[src/rtl/alu_seq_pkg.sv]
// Shared types, status codes and opcode set for the ALU command sequencer.
package alu_seq_pkg;

  typedef enum logic [2:0] {
    ST_IDLE      = 3'd0,
    ST_GET_OP    = 3'd1,
    ST_GET_A     = 3'd2,
    ST_GET_B     = 3'd3,
    ST_EXEC      = 3'd4,
    ST_SEND      = 3'd5,
    ST_WAIT_DONE = 3'd6
  } state_t;

  localparam logic [7:0] STATUS_OK     = 8'h00;
  localparam logic [7:0] STATUS_BAD_OP = 8'h01;

  localparam logic [7:0] OP_ADD = 8'h20;
  localparam logic [7:0] OP_SUB = 8'h22;
  localparam logic [7:0] OP_AND = 8'h24;
  localparam logic [7:0] OP_OR  = 8'h25;
  localparam logic [7:0] OP_XOR = 8'h26;
  localparam logic [7:0] OP_NOR = 8'h27;
  localparam logic [7:0] OP_SRA = 8'h03;
  localparam logic [7:0] OP_SRL = 8'h02;

  // An opcode byte is accepted only if it is a known ALU operation and
  // carries nothing above the opcode field width.
  function automatic logic is_valid_op(input logic [7:0] op, input int op_bits);
    logic [7:0] high_mask;
    logic       known;
    high_mask = (op_bits >= 8) ? 8'h00 : ~8'((32'd1 << op_bits) - 32'd1);
    case (op)
      OP_ADD, OP_SUB, OP_AND, OP_OR, OP_XOR, OP_NOR, OP_SRA, OP_SRL: known = 1'b1;
      default: known = 1'b0;
    endcase
    return known && ((op & high_mask) == 8'h00);
  endfunction

endpackage

[src/rtl/alu_seq_rx_timer.sv]
// Inter-byte timeout counter: cleared by a pop, counts while enabled,
// flags expiry when it reaches TIMEOUT_CYCLES. Disabled when TIMEOUT_CYCLES=0.
module alu_seq_rx_timer #(
  parameter int TIMEOUT_CYCLES = 100000
) (
  input  logic clock,
  input  logic reset,
  input  logic clr,
  input  logic en,
  output logic expired
);

  generate
    if (TIMEOUT_CYCLES == 0) begin : g_off
      assign expired = 1'b0;
    end else begin : g_on
      localparam int CW = $clog2(TIMEOUT_CYCLES + 1);
      logic [CW-1:0] cnt;

      // Count idle cycles; saturate at the limit so it never wraps.
      always_ff @(posedge clock or negedge reset) begin
        if (!reset) begin
          cnt <= '0;
        end else if (clr || !en) begin
          cnt <= '0;
        end else if (cnt != CW'(TIMEOUT_CYCLES)) begin
          cnt <= cnt + 1'b1;
        end
      end

      // A pop in the expiry cycle takes priority over the timeout.
      assign expired = en && !clr && (cnt == CW'(TIMEOUT_CYCLES));
    end
  endgenerate

endmodule

[src/rtl/alu_cmd_sequencer.sv]
// Assembles opcode/A/B frames from the UART RX FIFO, drives the ALU operands,
// and returns the result bytes plus a status byte on the UART TX side.
module alu_cmd_sequencer
  import alu_seq_pkg::*;
#(
  parameter int N_BITS_DATA    = 16,
  parameter int N_BITS_OP      = 6,
  parameter int TIMEOUT_CYCLES = 100000
) (
  input  logic                   clock,
  input  logic                   reset,
  input  logic                   rx_empty_i,
  input  logic [7:0]             rx_data_i,
  output logic                   rd_uart_o,
  output logic [7:0]             tx_data_o,
  output logic                   tx_start_o,
  input  logic                   tx_done_tick_i,
  output logic [N_BITS_DATA-1:0] dataA_o,
  output logic [N_BITS_DATA-1:0] dataB_o,
  output logic [N_BITS_OP-1:0]   dataOp_o,
  input  logic [N_BITS_DATA-1:0] result_alu_i,
  output logic                   busy_o,
  output logic                   frame_err_o
);

  localparam int N_BYTES = N_BITS_DATA / 8;
  localparam int BCW     = (N_BYTES > 1) ? $clog2(N_BYTES) : 1;
  localparam int IW      = BCW + 1;

  state_t                 state;
  logic                   pop_hold;
  logic [BCW-1:0]         byte_cnt;
  logic                   op_ok;
  logic [N_BITS_DATA-1:0] result_q;
  logic [IW-1:0]          tx_idx;
  logic [IW-1:0]          nxt_idx;
  logic [7:0]             tx_next;
  logic                   pop;
  logic                   rx_state;
  logic                   tmr_en;
  logic                   tmr_expired;

  // pop_hold is set out of reset and after every pop, giving the one-cycle gap
  // between pops and keeping rd_uart_o low while reset is held.
  assign rx_state  = (state == ST_IDLE) || (state == ST_GET_OP) ||
                     (state == ST_GET_A) || (state == ST_GET_B);
  assign pop       = !rx_empty_i && rx_state && !pop_hold;
  assign rd_uart_o = pop;
  assign tmr_en    = (state == ST_GET_A) || (state == ST_GET_B);
  assign nxt_idx   = tx_idx + 1'b1;

  alu_seq_rx_timer #(
    .TIMEOUT_CYCLES(TIMEOUT_CYCLES)
  ) u_rx_timer (
    .clock  (clock),
    .reset  (reset),
    .clr    (pop),
    .en     (tmr_en),
    .expired(tmr_expired)
  );

  // Select the next TX byte: result bytes LSB first, then the status byte.
  always_comb begin
    tx_next = op_ok ? STATUS_OK : STATUS_BAD_OP;
    for (int k = 0; k < N_BYTES; k++) begin
      if (nxt_idx == IW'(k)) tx_next = result_q[8*k +: 8];
    end
  end

  // Frame FSM with operand assembly, result latch and registered TX controls.
  always_ff @(posedge clock or negedge reset) begin
    if (!reset) begin
      state       <= ST_IDLE;
      pop_hold    <= 1'b1;
      byte_cnt    <= '0;
      op_ok       <= 1'b0;
      result_q    <= '0;
      tx_idx      <= '0;
      dataA_o     <= '0;
      dataB_o     <= '0;
      dataOp_o    <= '0;
      tx_data_o   <= 8'h00;
      tx_start_o  <= 1'b0;
      busy_o      <= 1'b0;
      frame_err_o <= 1'b0;
    end else begin
      pop_hold    <= pop;
      tx_start_o  <= 1'b0;
      frame_err_o <= 1'b0;
      case (state)
        ST_IDLE: begin
          if (pop) begin
            dataOp_o <= rx_data_i[N_BITS_OP-1:0];
            op_ok    <= is_valid_op(rx_data_i, N_BITS_OP);
            dataA_o  <= '0;
            dataB_o  <= '0;
            byte_cnt <= '0;
            busy_o   <= 1'b1;
            state    <= ST_GET_OP;
          end
        end
        ST_GET_OP: state <= ST_GET_A;
        ST_GET_A: begin
          if (pop) begin
            for (int k = 0; k < N_BYTES; k++) begin
              if (byte_cnt == BCW'(k)) dataA_o[8*k +: 8] <= rx_data_i;
            end
            if (byte_cnt == BCW'(N_BYTES - 1)) begin
              byte_cnt <= '0;
              state    <= ST_GET_B;
            end else begin
              byte_cnt <= byte_cnt + 1'b1;
            end
          end else if (tmr_expired) begin
            frame_err_o <= 1'b1;
            busy_o      <= 1'b0;
            state       <= ST_IDLE;
          end
        end
        ST_GET_B: begin
          if (pop) begin
            for (int k = 0; k < N_BYTES; k++) begin
              if (byte_cnt == BCW'(k)) dataB_o[8*k +: 8] <= rx_data_i;
            end
            if (byte_cnt == BCW'(N_BYTES - 1)) begin
              byte_cnt <= '0;
              state    <= ST_EXEC;
            end else begin
              byte_cnt <= byte_cnt + 1'b1;
            end
          end else if (tmr_expired) begin
            frame_err_o <= 1'b1;
            busy_o      <= 1'b0;
            state       <= ST_IDLE;
          end
        end
        ST_EXEC: begin
          result_q   <= op_ok ? result_alu_i : '0;
          tx_data_o  <= op_ok ? result_alu_i[7:0] : 8'h00;
          tx_idx     <= '0;
          tx_start_o <= 1'b1;
          state      <= ST_SEND;
        end
        ST_SEND: state <= ST_WAIT_DONE;
        ST_WAIT_DONE: begin
          if (tx_done_tick_i) begin
            if (tx_idx == IW'(N_BYTES)) begin
              busy_o <= 1'b0;
              state  <= ST_IDLE;
            end else begin
              tx_idx     <= nxt_idx;
              tx_data_o  <= tx_next;
              tx_start_o <= 1'b1;
              state      <= ST_SEND;
            end
          end
        end
        default: begin
          busy_o <= 1'b0;
          state  <= ST_IDLE;
        end
      endcase
    end
  end

endmodule

[config.mk]
export PLATFORM = sky130hd
export DESIGN_NAME = alu_cmd_sequencer
export DESIGN_NICKNAME = d
export VERILOG_FILES = /design/src/rtl/alu_seq_pkg.sv /design/src/rtl/alu_seq_rx_timer.sv /design/src/rtl/alu_cmd_sequencer.sv
export SDC_FILE = /design/constraint.sdc
export NUM_CORES = 1
export LEC_CHECK = 0
export BUFFER_PORTS_ARGS = -buffer_cell sky130_fd_sc_hd__buf_2
export CAP_MARGIN = 25
export CORE_MARGIN = 2
export CORE_UTILIZATION = 45
export DETAILED_ROUTE_END_ITERATION = 8
export PLACE_DENSITY_LB_ADDON = 0.25
export SLEW_MARGIN = 20
export SYNTH_ARGS = -nofsm -noshare
export SYNTH_HDL_FRONTEND = slang
export SYNTH_SLANG_ARGS = --single-unit
[constraint.sdc]
create_clock -name clock -period 2.3 [get_ports clock]
set_clock_uncertainty 0.2 [all_clocks]
set_input_delay 0.345 -clock clock [delete_from_list [all_inputs] [get_ports clock]]
set_output_delay 0.345 -clock clock [all_outputs]
set_load 0.02 [all_outputs]
### Yosys cells after proc, flatten, opt, wreduce, memory -nomap -nowiden

Cells that the tools add are included.

* $add $sub $neg: 3
* equal/unequal tests: 33
* muxes and demuxes: 47
* bitwise gates (word level): 1
* reductions and logical operators: 34

Operators with widths (number)
* 16-bit one-hot mux with 2 select lines: 2
* 8-bit 2-to-1 mux: 7
* 8-bit by 6-bit == test with 1-bit output (second input constant): 6
* 16-bit 2-to-1 mux: 3
* 17-bit 2-to-1 mux: 2
* 3-bit 2-to-1 mux: 8
* 2-bit != test (second input constant): 11
* 3-bit one-hot mux with 7 select lines: 1
* 4-bit AND reduction: 5
* 17-bit by 1-bit adder with 17-bit output (second input constant): 1
* 17-bit == test (second input constant): 1
* 1-bit 2-to-1 mux: 17
* 17-bit != test (second input constant): 1
* 8-bit by 2-bit == test with 1-bit output (second input constant): 2
* 8-bit one-hot mux with 2 select lines: 1
* 2-bit nonzero test: 5
* 3-bit == test (second input constant): 3
* 8-bit zero test: 1
* 8-bit OR reduction: 1
* 3-bit by 2-bit == test with 1-bit output (second input constant): 2
* 3-bit != test (second input constant): 2
* 3-bit AND reduction: 2
* 6-bit AND reduction: 1
* 1-bit logical AND: 5
* other kinds (18): 28

* register bits: 90
* input port bits: 28
* output and inout bits: 50
* word-level logic and storage cells: 134

### Depth between registers and ports, before layout

* word-level depth: 12
* mapped depth: 7
* gate-level depth less buffers: 6

### Modules after synthesis

Synthesis repeated with hierarchy kept, for this count alone.

* cell total of the unflattened synthesis: 423
* area, all modules: 4205.3 um2

Modules (own cells, without submodules)
* alu_cmd_sequencer: times used 1, cells an instance 326, area each 3236.9 um2, sequential area each 1828.0 um2
* alu_seq_rx_timer: times used 1, cells an instance 97, area each 968.4 um2, sequential area each 425.4 um2

### Least setup slack after synthesis

Ideal clock, no wire load.

* kind: flip-flop to flip-flop
* start: register u_rx_timer.g_on.cnt[0]
* end: register u_rx_timer.g_on.cnt[2]
* library setup time: 132 ps
* arrival time: 1820 ps
* data required time: 1968 ps
* path slack: 148 ps
* stages on the path, launching flop included: 7
* buffers on the path: 0
* period minus slack after synthesis: 2152 ps
* cell sequence: dfrtp_1 -> inv_1 -> ha_1 -> or4bb_1 -> or4_4 -> o2111ai_2 -> o31ai_1

* longest elaborated chain between the ends: 3
* elaborated cells between the ends (all ways): 5
* those cells by class: add/sub (1); eq/ne (1); mux (2); reduce/logical (1)

RTL lines
* from (decl): line alu_seq_rx_timer.sv:18 `logic [CW-1:0] cnt;`
* from (signal assigned): line alu_seq_rx_timer.sv:27 `cnt <= cnt + 1'b1;`
* 17-bit by 1-bit adder with 17-bit output: line alu_seq_rx_timer.sv:27
* 17-bit 2-to-1 mux: line alu_seq_rx_timer.sv:26 `end else if (cnt != CW'(TIMEOUT_CYCLES)) begin`
* 17-bit 2-to-1 mux: line alu_seq_rx_timer.sv:24 `end else if (clr || !en) begin`

Several ways; a longest one is shown, not always the timed one. The select of a mux whose other input is x is not followed.
A chain may end at the register's enable or synchronous reset.

### Worst setup path after layout

* start: register state[2]
* end: output rd_uart_o

* longest elaborated chain between the ends: 6
* elaborated cells between the ends (all ways): 9
* those cells by class: eq/ne (3); reduce/logical (6)

RTL lines
* from (decl): line alu_cmd_sequencer.sv:30 `state_t state;`
* from (signal assigned): line alu_cmd_sequencer.sv:73 `state <= ST_IDLE;`
* from (signal assigned): line alu_cmd_sequencer.sv:99 `state <= ST_GET_OP;`
* from (signal assigned): line alu_cmd_sequencer.sv:102 `ST_GET_OP: state <= ST_GET_A;`
* 3-bit by 1-bit == test with 1-bit output or 3-bit zero test (tied branches): line alu_cmd_sequencer.sv:45 `assign rx_state = (state == ST_IDLE) || (state == ST_GET_OP) ||`
* 1-bit logical OR (2 in a row): line alu_cmd_sequencer.sv:45
* 1-bit logical OR *: line alu_cmd_sequencer.sv:46 `(state == ST_GET_A) || (state == ST_GET_B);`
* 1-bit logical AND * (2 in a row): line alu_cmd_sequencer.sv:47 `assign pop = !rx_empty_i && rx_state && !pop_hold;`
* to (decl): line alu_cmd_sequencer.sv:14 `output logic rd_uart_o,`

Every way passes the cells marked *; elsewhere a longest branch is shown, timed or not.

==> impl_metrics.env <==
export IMPL_end_kind="primary output"
export IMPL_p_leak_uw=0.00232
export IMPL_synth_area_leaders="dfrtp_1, mux2_2, nand2_1"
export IMPL_grt_max_degree=42
export IMPL_synth_area_um2=4110
export IMPL_powerDensity_nw_per_um2=1240
export IMPL_arrival_ns=1.68
export IMPL_place_area_um2=4680
export IMPL_final_nets=528
export IMPL_cts_max_level=3
export IMPL_synth_avg_cell_area_um2=10.0
export IMPL_first_pass_iters=4
export IMPL_finalPower_uw=6060
export IMPL_synthXorXnorAreaFrac=0.0192
export IMPL_drive_gt1_frac=0.282
export IMPL_root_buffer="clkbuf_8"
export IMPL_synthArstFlopShare=1.00
export IMPL_start_util=0.467
export IMPL_seqCellArea_um2=2250
export IMPL_synth_adder_area_share=0.0152
export IMPL_tns_ns=0
export IMPL_cts_tree="done"
export IMPL_wl_um=9290
export IMPL_dieArea_um2=9920
export IMPL_slew_viol_final=0
export IMPL_port_buffers=77
export IMPL_viasPerCell=5.40
export IMPL_antenna_found_initial=0
export IMPL_whs_ns=0.0162
export IMPL_rows=34
export IMPL_setup_viol=0
export IMPL_synth_edf_count=0
export IMPL_cap_violations=0
export IMPL_seq_area_frac_synth=0.548
export IMPL_grt_pass1_wl_um=15600
export IMPL_fillCellCount=804
export IMPL_clock_path_buffers=2
export IMPL_routedWlPerCell_um=15.3
export IMPL_synth_top_family_by_area="simple AND/OR/NAND/NOR gates"
export IMPL_first_iter_violations=146
export IMPL_gp_congestion=0.885
export IMPL_ys_ff_latch=90
export IMPL_synthCells=411
export IMPL_rsz0062_at_grt="no"
export IMPL_path_clk_slew_ns=0.10
export IMPL_insertedDiodeCount=0
export IMPL_final_hold_viol_count=0
export IMPL_min_period_over_period=0.967
export IMPL_crit_type="reg2out"
export IMPL_synthToLayoutAreaGrowth_pct=18.9
export IMPL_period_minus_slack_ns=2.22
export IMPL_cts_resized=0
export IMPL_multi_input_area_um2=1740
export IMPL_die_height_um=99.6
export IMPL_finalNonFillerCells=608
export IMPL_synth_area_leader_cell="dfrtp_1"
export IMPL_numCtsBuffers=9
export IMPL_yosysWarnings=0
export IMPL_insertion_delay_ns=0.36
export IMPL_post_place_cells=591
export IMPL_grt_pass1_vias=3120
export IMPL_synthSimpleGateAreaFrac=0.190
export IMPL_vias=3283
export IMPL_synthDistinctLibCells=47
export IMPL_syn_nets=444
export IMPL_crit_required_ns=1.75
export IMPL_synthFlopType="dfrtp_1"
export IMPL_die_w_um=99.6
export IMPL_cts_setup_buffers=0
export IMPL_hpwlAfterDp_um=6520
export IMPL_clock_sinks=90
export IMPL_max_slew_worst_pin_slew_ns=0.811
export IMPL_outcome="finished clean"
export IMPL_max_freq_ghz=0.450
export IMPL_synth_compound_area_frac=0.122
export IMPL_drcViolationCount=0
export IMPL_grt_overflow_total=0
export IMPL_max_slew_margin=0.456
export IMPL_path_max_fanout=8
export IMPL_ant_nets=0
export IMPL_crit_path_start_kind="flop"
export IMPL_yosys_area_top_type_share=0.542
export IMPL_core_area_um2=8810
export IMPL_irDropWorstVdd_mv=0.594
export IMPL_track_usage=0.198
export IMPL_ios=78
export IMPL_synthMuxAreaShare=0.0767
export IMPL_postCtsHoldBufs=1
export IMPL_hold_path_class="in2reg"
export IMPL_design_area_um2=4890
placed cells by master, fill, tap and decap left out, types with 5 or more instances in the layout:
cell type and count:
a21oi_1 17, a31oi_1 8, and2_1 7, buf_2 76, buf_4 14, clkbuf_8 9, dfrtp_1 89, ha_1 5
inv_1 13, mux2_2 28, nand2_1 82, nand3_1 9, nand3b_1 8, nor2_1 18, nor3_1 5, o21ai_0 43
o21ai_1 5, or3_1 7, xor2_1 7
state kept, by name, summed over array words and instances, names as in the netlist:
signal and count:
dataA_o 16, frame_err_o 1, dataB_o 16, busy_o 1
dataOp_o 6, op_ok 1, u_rx_timer.g_on.cnt 17, state 3
result_q 16, byte_cnt 1, pop_hold 1, tx_idx 2
tx_start_o 1, tx_data_o 8
worst max-delay path: stages, from the launching register on:
cell and delay [ns]:
dfrtp_1 0.46, or3_1 0.46, inv_1 0.18, buf_2 0.21
final timing paths:
check	to	cells after the start	start	slack, ns
setup / recovery	rd_uart_o	3	state[2]$_DFFE_PN0P_	0.08
hold / removal	result_q[10]$_DFFE_PN0P_	3	result_alu_i[10]	0.02
setup reg to reg	u_rx_timer.g_on.cnt[2]$_DFFE_PN0N_	6	u_rx_timer.g_on.cnt[0]$_DFFE_PN0N_	0.10
hold reg to reg	dataB_o[5]$_DFFE_PN0P_	2	dataB_o[5]$_DFFE_PN0P_	0.29
max in group asynchronous	pop_hold$_DFF_PN1_	3	reset	1.03
min in group asynchronous	dataB_o[6]$_DFFE_PN0P_	2	reset	0.25
per-stage QoR:
stage / util / setup WS, ns
floorplan: - / 0.148
global placement: 0.532 / 0.157
detailed placement: 0.532 / 0.133
CTS: 0.555 / 0.0826
global route: 0.555 / 0.00245
finish: 0.555 / 0.0756
cell families (layout without fill, tap and decap cells):
group / after synthesis / in the layout
fa+ha+maj: 5 / 5
mux: 28 / 28
simple gates: 160 / 160
buf+inv: 32 / 121
xor+xnor: 9 / 9
compound gates: 87 / 87
flops: 90 / 90
area by class of cell:
class / count / share of cell area
timing repair buffer: 92 / 0.105
clock buffer: 9 / 0.0253
sequential: 90 / 0.461
clock inverter: 7 / 0.0148
inverter: 13 / 0.00998
multi-input combinational: 289 / 0.356
tap: 108 / 0.0276
synth_stat cells (8+ instances only):
cell type,number
dfrtp_1,89
nand2_1,82
o21ai_0,43
mux2_2,28
nor2_1,18
a21oi_1,17
clkbuf_1,16
inv_1,13
nand3_1,9
a31oi_1,8
nand3b_1,8
routing by layer:
layer	part of all wire	up-vias	GRT usage
met4	0.013	0	0.0601
met3	0.035	11	0.0281
met5	0	-	0
met2	0.47	70	0.304
li1	-	1596	-
met1	0.48	1606	0.292
report_power, final:
group / internal [µW] / leakage (µW) / switching, µW
logic: 948 / 0.00104 / 1510
registers: 2160 / 0.00118 / 372
clock network: 425 / 0.0000966 / 642
total: 3540 / 0.00232 / 2530
(Power assumes the default switching activity.)
